===== config.mk =====
export PLATFORM = sky130hd
export DESIGN_NAME = cache_rd_arbiter_flat
export DESIGN_NICKNAME = d
export VERILOG_FILES = /design/src/rtl/cache_rd_arbiter_if.sv /design/src/rtl/cache_rd_arbiter.sv /design/src/flat_wrapper.sv
export SDC_FILE = /design/constraint.sdc
export NUM_CORES = 1
export LEC_CHECK = 0
export ABC_AREA = 1
export BUFFER_PORTS_ARGS = -buffer_cell sky130_fd_sc_hd__buf_2
export CAP_MARGIN = 20
export CORE_ASPECT_RATIO = 1.25
export CORE_UTILIZATION = 36
export DETAILED_ROUTE_END_ITERATION = 8
export GPL_ROUTABILITY_DRIVEN = 0
export PLACE_DENSITY_LB_ADDON = 0.12
export SYNTH_ARGS = -nofsm -noshare
export SYNTH_HDL_FRONTEND = slang
export SYNTH_SLANG_ARGS = --single-unit
export TNS_END_PERCENT = 100

===== constraint.sdc =====
create_clock -name clk -period 1.8 [get_ports clk]
set_input_delay 0.18 -clock clk [delete_from_list [all_inputs] [get_ports clk]]
set_output_delay 0.18 -clock clk [all_outputs]
set_load 0.01 [all_outputs]

===== src/rtl/cache_rd_arbiter_if.sv =====
// cache_rd_arbiter_if: ICache/DCache miss-read ports plus AXI read address/data channels
interface cache_rd_arbiter_if #(
  parameter int ADDR_W = 32,
  parameter int DATA_W = 32
);
  logic              i_rd_req, d_rd_req;
  logic [2:0]        i_rd_type, d_rd_type;
  logic [ADDR_W-1:0] i_rd_addr, d_rd_addr;
  logic              i_rd_rdy, d_rd_rdy;
  logic              i_ret_valid, d_ret_valid;
  logic              i_ret_last, d_ret_last;
  logic [DATA_W-1:0] i_ret_data, d_ret_data;
  logic [3:0]        arid;
  logic [ADDR_W-1:0] araddr;
  logic [7:0]        arlen;
  logic [2:0]        arsize;
  logic              arvalid, arready;
  logic [3:0]        rid;
  logic [DATA_W-1:0] rdata;
  logic              rlast, rvalid, rready;
  modport master (
    input  i_rd_req, d_rd_req, i_rd_type, d_rd_type, i_rd_addr, d_rd_addr,
    output i_rd_rdy, d_rd_rdy, i_ret_valid, d_ret_valid, i_ret_last, d_ret_last,
    output i_ret_data, d_ret_data,
    output arid, araddr, arlen, arsize, arvalid,
    input  arready,
    input  rid, rdata, rlast, rvalid,
    output rready
  );
  modport slave (
    output i_rd_req, d_rd_req, i_rd_type, d_rd_type, i_rd_addr, d_rd_addr,
    input  i_rd_rdy, d_rd_rdy, i_ret_valid, d_ret_valid, i_ret_last, d_ret_last,
    input  i_ret_data, d_ret_data,
    input  arid, araddr, arlen, arsize, arvalid,
    output arready,
    output rid, rdata, rlast, rvalid,
    input  rready
  );
endinterface


===== src/rtl/cache_rd_arbiter.sv =====
// cache_rd_arbiter: I/D cache miss-read arbiter onto one AXI read port; define CACHE_RD_ARB_RR_EN for round-robin
module cache_rd_arbiter #(
  parameter int ADDR_W = 32,
  parameter int DATA_W = 32
) (
  input logic                clk,
  input logic                reset,
  input logic                flush,
  cache_rd_arbiter_if.master bus
);
  typedef enum logic [1:0] {IDLE, AR, R} state_t;
  state_t state, state_nx;
  logic [ADDR_W-1:0] addr_q;
  logic long_q, owner_d, cancel;
  logic grant_i, grant_d, hit, is_ar;
`ifdef CACHE_RD_ARB_RR_EN
  logic last_d;
  always_ff @(posedge clk or posedge reset)
    if (reset) last_d <= 1'b0;
    else if (grant_i || grant_d) last_d <= grant_d;
  assign grant_d = state == IDLE && !reset && bus.d_rd_req && (!bus.i_rd_req || !last_d);
`else
  assign grant_d = state == IDLE && !reset && bus.d_rd_req;
`endif
  assign grant_i = state == IDLE && !reset && bus.i_rd_req && !grant_d;
  always_ff @(posedge clk or posedge reset)
    if (reset) state <= IDLE;
    else state <= state_nx;
  always_comb begin
    state_nx = state == IDLE ? ((grant_i || grant_d) ? AR : IDLE) :
               state == AR   ? (bus.arready ? R : AR) :
               (bus.rvalid && bus.rlast) ? IDLE : R;
  end
  // an ICache flush only mutes delivery; the AXI burst still has to drain
  always_ff @(posedge clk or posedge reset)
    if (reset) begin
      addr_q  <= '0;
      long_q  <= 1'b0;
      owner_d <= 1'b0;
      cancel  <= 1'b0;
    end else begin
      if (grant_i || grant_d) begin
        addr_q  <= grant_d ? bus.d_rd_addr : bus.i_rd_addr;
        long_q  <= (grant_d ? bus.d_rd_type : bus.i_rd_type) == 3'b100;
        owner_d <= grant_d;
      end
      cancel <= state_nx != IDLE && (cancel || (flush && !owner_d && state != IDLE));
    end
  always_comb begin
    is_ar           = state == AR;
    hit             = state == R && bus.rvalid && bus.rid == {3'b000, owner_d};
    bus.arvalid     = is_ar;
    bus.araddr      = is_ar ? addr_q : '0;
    bus.arid        = {3'b000, is_ar && owner_d};
    bus.arlen       = (is_ar && long_q) ? 8'd3 : 8'd0;
    bus.arsize      = is_ar ? 3'd2 : 3'd0;
    bus.rready      = state == R;
    bus.i_rd_rdy    = grant_i;
    bus.d_rd_rdy    = grant_d;
    bus.d_ret_valid = hit && owner_d;
    bus.i_ret_valid = hit && !owner_d && !cancel && !flush;
    bus.d_ret_last  = bus.d_ret_valid && bus.rlast;
    bus.i_ret_last  = bus.i_ret_valid && bus.rlast;
    bus.d_ret_data  = bus.d_ret_valid ? bus.rdata : {DATA_W{1'b0}};
    bus.i_ret_data  = bus.i_ret_valid ? bus.rdata : {DATA_W{1'b0}};
  end
endmodule


===== src/flat_wrapper.sv =====
// flat-port wrapper written by rule: the top's interface ports become plain ports
module cache_rd_arbiter_flat 
#(
  parameter int ADDR_W = 32,
  parameter int DATA_W = 32
)
  (clk, reset, flush, bus_i_rd_req, bus_d_rd_req, bus_i_rd_type, bus_d_rd_type, bus_i_rd_addr, bus_d_rd_addr, bus_i_rd_rdy, bus_d_rd_rdy, bus_i_ret_valid, bus_d_ret_valid, bus_i_ret_last, bus_d_ret_last, bus_i_ret_data, bus_d_ret_data, bus_arid, bus_araddr, bus_arlen, bus_arsize, bus_arvalid, bus_arready, bus_rid, bus_rdata, bus_rlast, bus_rvalid, bus_rready);
  cache_rd_arbiter_if #(.ADDR_W(ADDR_W), .DATA_W(DATA_W)) bus_i ();
  input logic clk;
  input logic reset;
  input logic flush;
  input wire logic [$bits(bus_i.i_rd_req)-1:0] bus_i_rd_req;
  input wire logic [$bits(bus_i.d_rd_req)-1:0] bus_d_rd_req;
  input wire logic [$bits(bus_i.i_rd_type)-1:0] bus_i_rd_type;
  input wire logic [$bits(bus_i.d_rd_type)-1:0] bus_d_rd_type;
  input wire logic [$bits(bus_i.i_rd_addr)-1:0] bus_i_rd_addr;
  input wire logic [$bits(bus_i.d_rd_addr)-1:0] bus_d_rd_addr;
  output wire logic [$bits(bus_i.i_rd_rdy)-1:0] bus_i_rd_rdy;
  output wire logic [$bits(bus_i.d_rd_rdy)-1:0] bus_d_rd_rdy;
  output wire logic [$bits(bus_i.i_ret_valid)-1:0] bus_i_ret_valid;
  output wire logic [$bits(bus_i.d_ret_valid)-1:0] bus_d_ret_valid;
  output wire logic [$bits(bus_i.i_ret_last)-1:0] bus_i_ret_last;
  output wire logic [$bits(bus_i.d_ret_last)-1:0] bus_d_ret_last;
  output wire logic [$bits(bus_i.i_ret_data)-1:0] bus_i_ret_data;
  output wire logic [$bits(bus_i.d_ret_data)-1:0] bus_d_ret_data;
  output wire logic [$bits(bus_i.arid)-1:0] bus_arid;
  output wire logic [$bits(bus_i.araddr)-1:0] bus_araddr;
  output wire logic [$bits(bus_i.arlen)-1:0] bus_arlen;
  output wire logic [$bits(bus_i.arsize)-1:0] bus_arsize;
  output wire logic [$bits(bus_i.arvalid)-1:0] bus_arvalid;
  input wire logic [$bits(bus_i.arready)-1:0] bus_arready;
  input wire logic [$bits(bus_i.rid)-1:0] bus_rid;
  input wire logic [$bits(bus_i.rdata)-1:0] bus_rdata;
  input wire logic [$bits(bus_i.rlast)-1:0] bus_rlast;
  input wire logic [$bits(bus_i.rvalid)-1:0] bus_rvalid;
  output wire logic [$bits(bus_i.rready)-1:0] bus_rready;
  assign bus_i.i_rd_req = bus_i_rd_req;
  assign bus_i.d_rd_req = bus_d_rd_req;
  assign bus_i.i_rd_type = bus_i_rd_type;
  assign bus_i.d_rd_type = bus_d_rd_type;
  assign bus_i.i_rd_addr = bus_i_rd_addr;
  assign bus_i.d_rd_addr = bus_d_rd_addr;
  assign bus_i_rd_rdy = bus_i.i_rd_rdy;
  assign bus_d_rd_rdy = bus_i.d_rd_rdy;
  assign bus_i_ret_valid = bus_i.i_ret_valid;
  assign bus_d_ret_valid = bus_i.d_ret_valid;
  assign bus_i_ret_last = bus_i.i_ret_last;
  assign bus_d_ret_last = bus_i.d_ret_last;
  assign bus_i_ret_data = bus_i.i_ret_data;
  assign bus_d_ret_data = bus_i.d_ret_data;
  assign bus_arid = bus_i.arid;
  assign bus_araddr = bus_i.araddr;
  assign bus_arlen = bus_i.arlen;
  assign bus_arsize = bus_i.arsize;
  assign bus_arvalid = bus_i.arvalid;
  assign bus_i.arready = bus_arready;
  assign bus_i.rid = bus_rid;
  assign bus_i.rdata = bus_rdata;
  assign bus_i.rlast = bus_rlast;
  assign bus_i.rvalid = bus_rvalid;
  assign bus_rready = bus_i.rready;
  cache_rd_arbiter #(.ADDR_W(ADDR_W), .DATA_W(DATA_W)) u_core (.clk(clk), .reset(reset), .flush(flush), .bus(bus_i));
endmodule

Word level (Yosys, flattened, before mapping)
Index checks and enable logic that the tools add are counted.

Add/subtract/negate cells: 0. $mul: 0. Div/mod/pow operators: 0. Magnitude comparators: 0. Equality and inequality tests: 4. Shift operators: 0. Mux-type cells: 12. Bitwise logic cells: 0. Reduce and logical (&&, ||, !) cells: 28.

Operators with widths (count): $mux W32 (4); $logic_and A1 B1 Y1 (18); $mux W2 (6); $logic_not A1 Y1 (5); $eq A4 B1 Y1 (1); $reduce_bool A2 Y1 (2); $eq A3 B3 Y1 const B (1); $mux W3 (1); $eq A2 B1 Y1 const B (1); $eq A2 B2 Y1 const B (1); $logic_not A2 Y1 (1); $logic_or A1 B1 Y1 (2); $mux W1 (1).

Bits in registers: 37. Bits in latches: 0. Bits in writable memories: 0. Bits in read-only memories: 0. Input bits: 114. Output and inout bits: 119. Logic and storage cells: 49. Memories: 0.

Depth between registers and ports, before layout
Depth in word-level cells: 10. Gate-level depth with buffers: 7. Gate-level depth less buffers: 6.

Worst setup path after synthesis
No wires, ideal clock.

Kind: in2reg. Start point: input reset. End point: register u_core.addr_q[10]. Setup time: 0.119 ns. Arrival time: 1.950 ns. Data required time: 1.681 ns. Setup slack: -0.270 ns. Stages: 5. Buffers on the path: 1. Cells stage by stage: inv_2 clkbuf_1 nand4_1 nand3_1 nand2_1.

Longest elaborated chain between the ends: 6. Elaborated cells on any way between the ends: 8. Classes of those cells: 1 x mux; 7 x reduce/logical.

RTL lines: start: declaration (line flat_wrapper.sv:10) `input logic reset;`; $logic_not A1 Y1 (*) (line cache_rd_arbiter.sv:23, cache_rd_arbiter.sv:25); $logic_and A1 B1 Y1 (*) (line cache_rd_arbiter.sv:23, cache_rd_arbiter.sv:25); $logic_and A1 B1 Y1 (line cache_rd_arbiter.sv:23) `assign grant_d = state == IDLE && !reset && bus.d_rd_req;`; $logic_not A1 Y1 (line cache_rd_arbiter.sv:25) `assign grant_i = state == IDLE && !reset && bus.i_rd_req && !grant_d;`; $logic_and A1 B1 Y1 (line cache_rd_arbiter.sv:25); $logic_or A1 B1 Y1 (line cache_rd_arbiter.sv:42) `if (grant_i || grant_d) begin`; end signal: assignment (line cache_rd_arbiter.sv:43) `addr_q <= grant_d ? bus.d_rd_addr : bus.i_rd_addr;`; end: declaration (line cache_rd_arbiter.sv:13) `logic [ADDR_W-1:0] addr_q;`.

Mark *: on every way between the ends. The rest lies on a longest branch, timed or not. A chain may end at the register's enable or synchronous reset.

Final worst setup path
Start point: register u_core.state[0]. End point: output bus_i_ret_data[8].

Longest elaborated chain between the ends: 7.

RTL lines: start: declaration (line cache_rd_arbiter.sv:12) `state_t state, state_nx;`; start signal: assignment (line cache_rd_arbiter.sv:28) `else state <= state_nx;`; $eq A2 B2 Y1 (line cache_rd_arbiter.sv:51) `hit = state == R && bus.rvalid && bus.rid == {3'b000, owner_d};`; $logic_and A1 B1 Y1 (2 in a row) (line cache_rd_arbiter.sv:51); $logic_and A1 B1 Y1 (3 in a row) (line cache_rd_arbiter.sv:61) `bus.i_ret_valid = hit && !owner_d && !cancel && !flush;`; $mux W32 (line cache_rd_arbiter.sv:65) `bus.i_ret_data = bus.i_ret_valid ? bus.rdata : {DATA_W{1'b0}};`; end: declaration (line flat_wrapper.sv:24) `output wire logic [$bits(bus_i.i_ret_data)-1:0] bus_i_ret_data;`.

No other way between the ends.

==> reports/results.txt <==
Vias/cell -> 4.431
Mapped Cells -> 516
FF+latch count, synth -> 37
Gr usage total -> 21.43%
Nature of the critical path startpoint -> register
Drt drc -> 0
Slowest-stage cell, CP -> dfrtp_1
R2R setup slack -> 0.34 ns
Hold Violations, Final -> 0
Data required, critical path -> 1.62 ns
CTS Buffer Depth -> 2
Worst reg-to-reg path cell count -> 6
Chip height -> 103.5 um
Total Neg Setup Slack -> 0 ns
Vias in the first global route -> 3221
# IOs -> 233
Global-route wire length before repair -> 14770 um
Post-route ant nets -> 0
Layout Nets -> 838
Core box area -> 7883 um^2
Max Cap Violations -> 0
Final WL -> 9567 um
Reg area -> 927.1 um^2
Total net switching power -> 1.935 mW
Post-DP HPWL -> 7457 um
RR Endpoint -> u_core.addr_q[21]
Switch share -> 45.57%
Synth warn -> 0
Mean Syn Cell Area -> 5.747 um^2
Outcome -> finished, final reports clean
Die ar. -> 8606 um^2
Setup crit start -> u_core.state[0]
Share of cells above drive strength 1 -> 34.76%
Comb power frac -> 51.8%
Fmax -> 0.5749 GHz
1st-iter DRT viols -> 166
Max Slew Vio Count -> 0
Largest net degree at the start of global routing -> 65
Fin crit period -> 1.739 ns
Final hold slack -> 0.1559 ns
Placed Cells -> 811
Worst-path cell chain -> nor2_4 > nand4_2 > buf_8 > nor2_1 > buf_2
Drt wl/cell -> 11.62 um
Seq pwr share -> 35.2%
Max FO, Critical Path -> 34
Fillers -> 848
Area occupied by multi-input gates -> 1339 um^2
Overflow after GRT -> 0
Cell at the root of the clock tree -> clkbuf_8
Worst setup path endpoint -> bus_i_ret_data[8]
Critical Path Max Stage Delay -> 0.45 ns
Routed via count -> 3647
Min-Delay Path Class -> input port to register
Area growth syn-to-layout -> 43.33%
Int Pwr -> 2.311 mW
Row cnt -> 36
Clock transition at path regs -> 0.07 ns
Unrepaired setup endpoints after global routing -> true
# clock sinks -> 37
Pleak -> 3.076 nW
CP Class -> register to output pin
Pwr/cell area -> 999.0 nW/um^2
Max VDD drop -> 0.0006578 V
Die width -> 83.18 um
Worst R2R Start -> u_core.state[0]
Worst setup EP type -> output pin
Port bufs -> 221
Tcrit/Tclk final -> 96.63%
Final Non-Filler Cells -> 823
Clock latency at the later pin of the worst-skew pair -> 0.28 ns
Pre-Repair DR Iteration Count -> 4
Distinct cells, synth -> 20
CTS Buf Count -> 5
Post-synthesis cell area -> 2965 um^2
HP Start -> bus_arready
H-Tree Depth -> 2
Initial antenna violation count -> 4
Clock skew -> 0.007447 ns
Worst Path Arrival -> 1.56 ns
Sequential share of the synthesized area -> 31.22%
Finish-stage setup viols -> 0
CTS tree -> yes
Initial Util -> 37.62%
Clk pwr share -> 13.0%
## what timing repair did
item	in CTS	in global routing
setup endpoints to repair	22	93
gates resized for setup	3	9
cloned	0	0
pin swaps	0	1
hold endpoints to repair	5	0
hold buffers	1	0
buffers inserted	0	0
## per-stage QoR
| stage | power (mW) | worst slack (ns) | area, um^2 | util (%) |
|---|---|---|---|---|
| after floorplan | 2.897 | 0.3555 | 3004 | - |
| after global placement | 3.636 | 0.2908 | 4110 | 52.14 |
| after detailed placement | 3.679 | 0.2554 | 4110 | 52.14 |
| after CTS | 4.275 | 0.002926 | 4214 | 53.46 |
| after global routing | 4.645 | -0.03400 | 4243 | 53.83 |
| final | 4.246 | 0.06064 | 4250 | 53.92 |
## routing by layer
layer / up-vias / wire length (um) / track usage, %
met2: 149 / 5017 / 41.55
met4: 2 / 56 / 3.581
met1: 1604 / 3538 / 22.78
li1: 1886 / - / -
met3: 6 / 941 / 7.619
met5: - / 13 / 0
## synth_stat cells, drive strengths merged
library cell | number | share of area, %
a31oi | 1 | 0.21
buf | 25 | 5.3
clkbuf | 16 | 2.0
conb | 1 | 0.13
dfrtp | 37 | 31
inv | 144 | 18
nand2 | 110 | 14
nand3 | 36 | 6.5
nand4 | 34 | 7.6
nor2 | 109 | 14
nor3 | 1 | 0.17
o21ai | 1 | 0.17
xnor2 | 1 | 0.30
## logic make-up after synthesis
family          Yosys count  share of synthesized area, %
simple gates            290                         42.41
xor+xnor                  1                        0.2954
buf+inv                 185                         25.57
compound gates            2                        0.3797
other cells               1                        0.1265
flops                    37                         31.22
## power by group through the flow
stage	sequential, mW	clock, mW	combinational, mW
floorplan	1.42	0	1.47
finish	1.49	0.554	2.20
global placement	1.49	0	2.15
detailed placement	1.48	0	2.20
global route	1.54	0.604	2.50
CTS	1.48	0.578	2.22
## cell usage in the layout (no fill, tap or decap), types with 2 or more instances in the layout
master,instances
buf_12,2
buf_2,221
buf_4,6
clkbuf_8,5
clkinv_2,2
conb_1,11
dfrtp_1,36
diode_2,3
inv_1,140
inv_2,2
nand2_1,109
nand3_1,35
nand4_1,32
nand4_2,2
nor2_1,106
nor2_4,2
## sequential cells by signal, indices dropped and copies added, names as in the netlist
signal          flops
u_core.addr_q      32
u_core.cancel       1
u_core.long_q       1
u_core.owner_d      1
u_core.state        2
## worst min path at each step
stage	end	slack (ns)	depth (start not counted)
finish	u_core.state[1]	0.16	3
global route	u_core.state[1]	0.17	3
global placement	u_core.addr_q[4]	0.11	2
CTS	u_core.state[1]	0.14	3
floorplan	u_core.state[1]	0.31	2
detailed placement	u_core.addr_q[4]	0.12	2
## layout make-up
| type | count | share of cell area [%] |
|---|---|---|
| timing repair buffer | 232 | 28.88 |
| clock inverter | 2 | 0.2355 |
| sequential | 37 | 21.81 |
| inverter | 144 | 12.89 |
| tap | 95 | 2.797 |
| clock buffer | 6 | 1.707 |
| antenna | 3 | 0.1766 |
| multi-input combinational | 304 | 31.50 |
## critical path: cells and delay by family, from the launching register on
family / cells / cell delay [ns]
and+or+nand+nor: 3 / 0.46
DFF: 1 / 0.45
buffers and inverters: 2 / 0.36
Power figures use the tool's default switching activity.
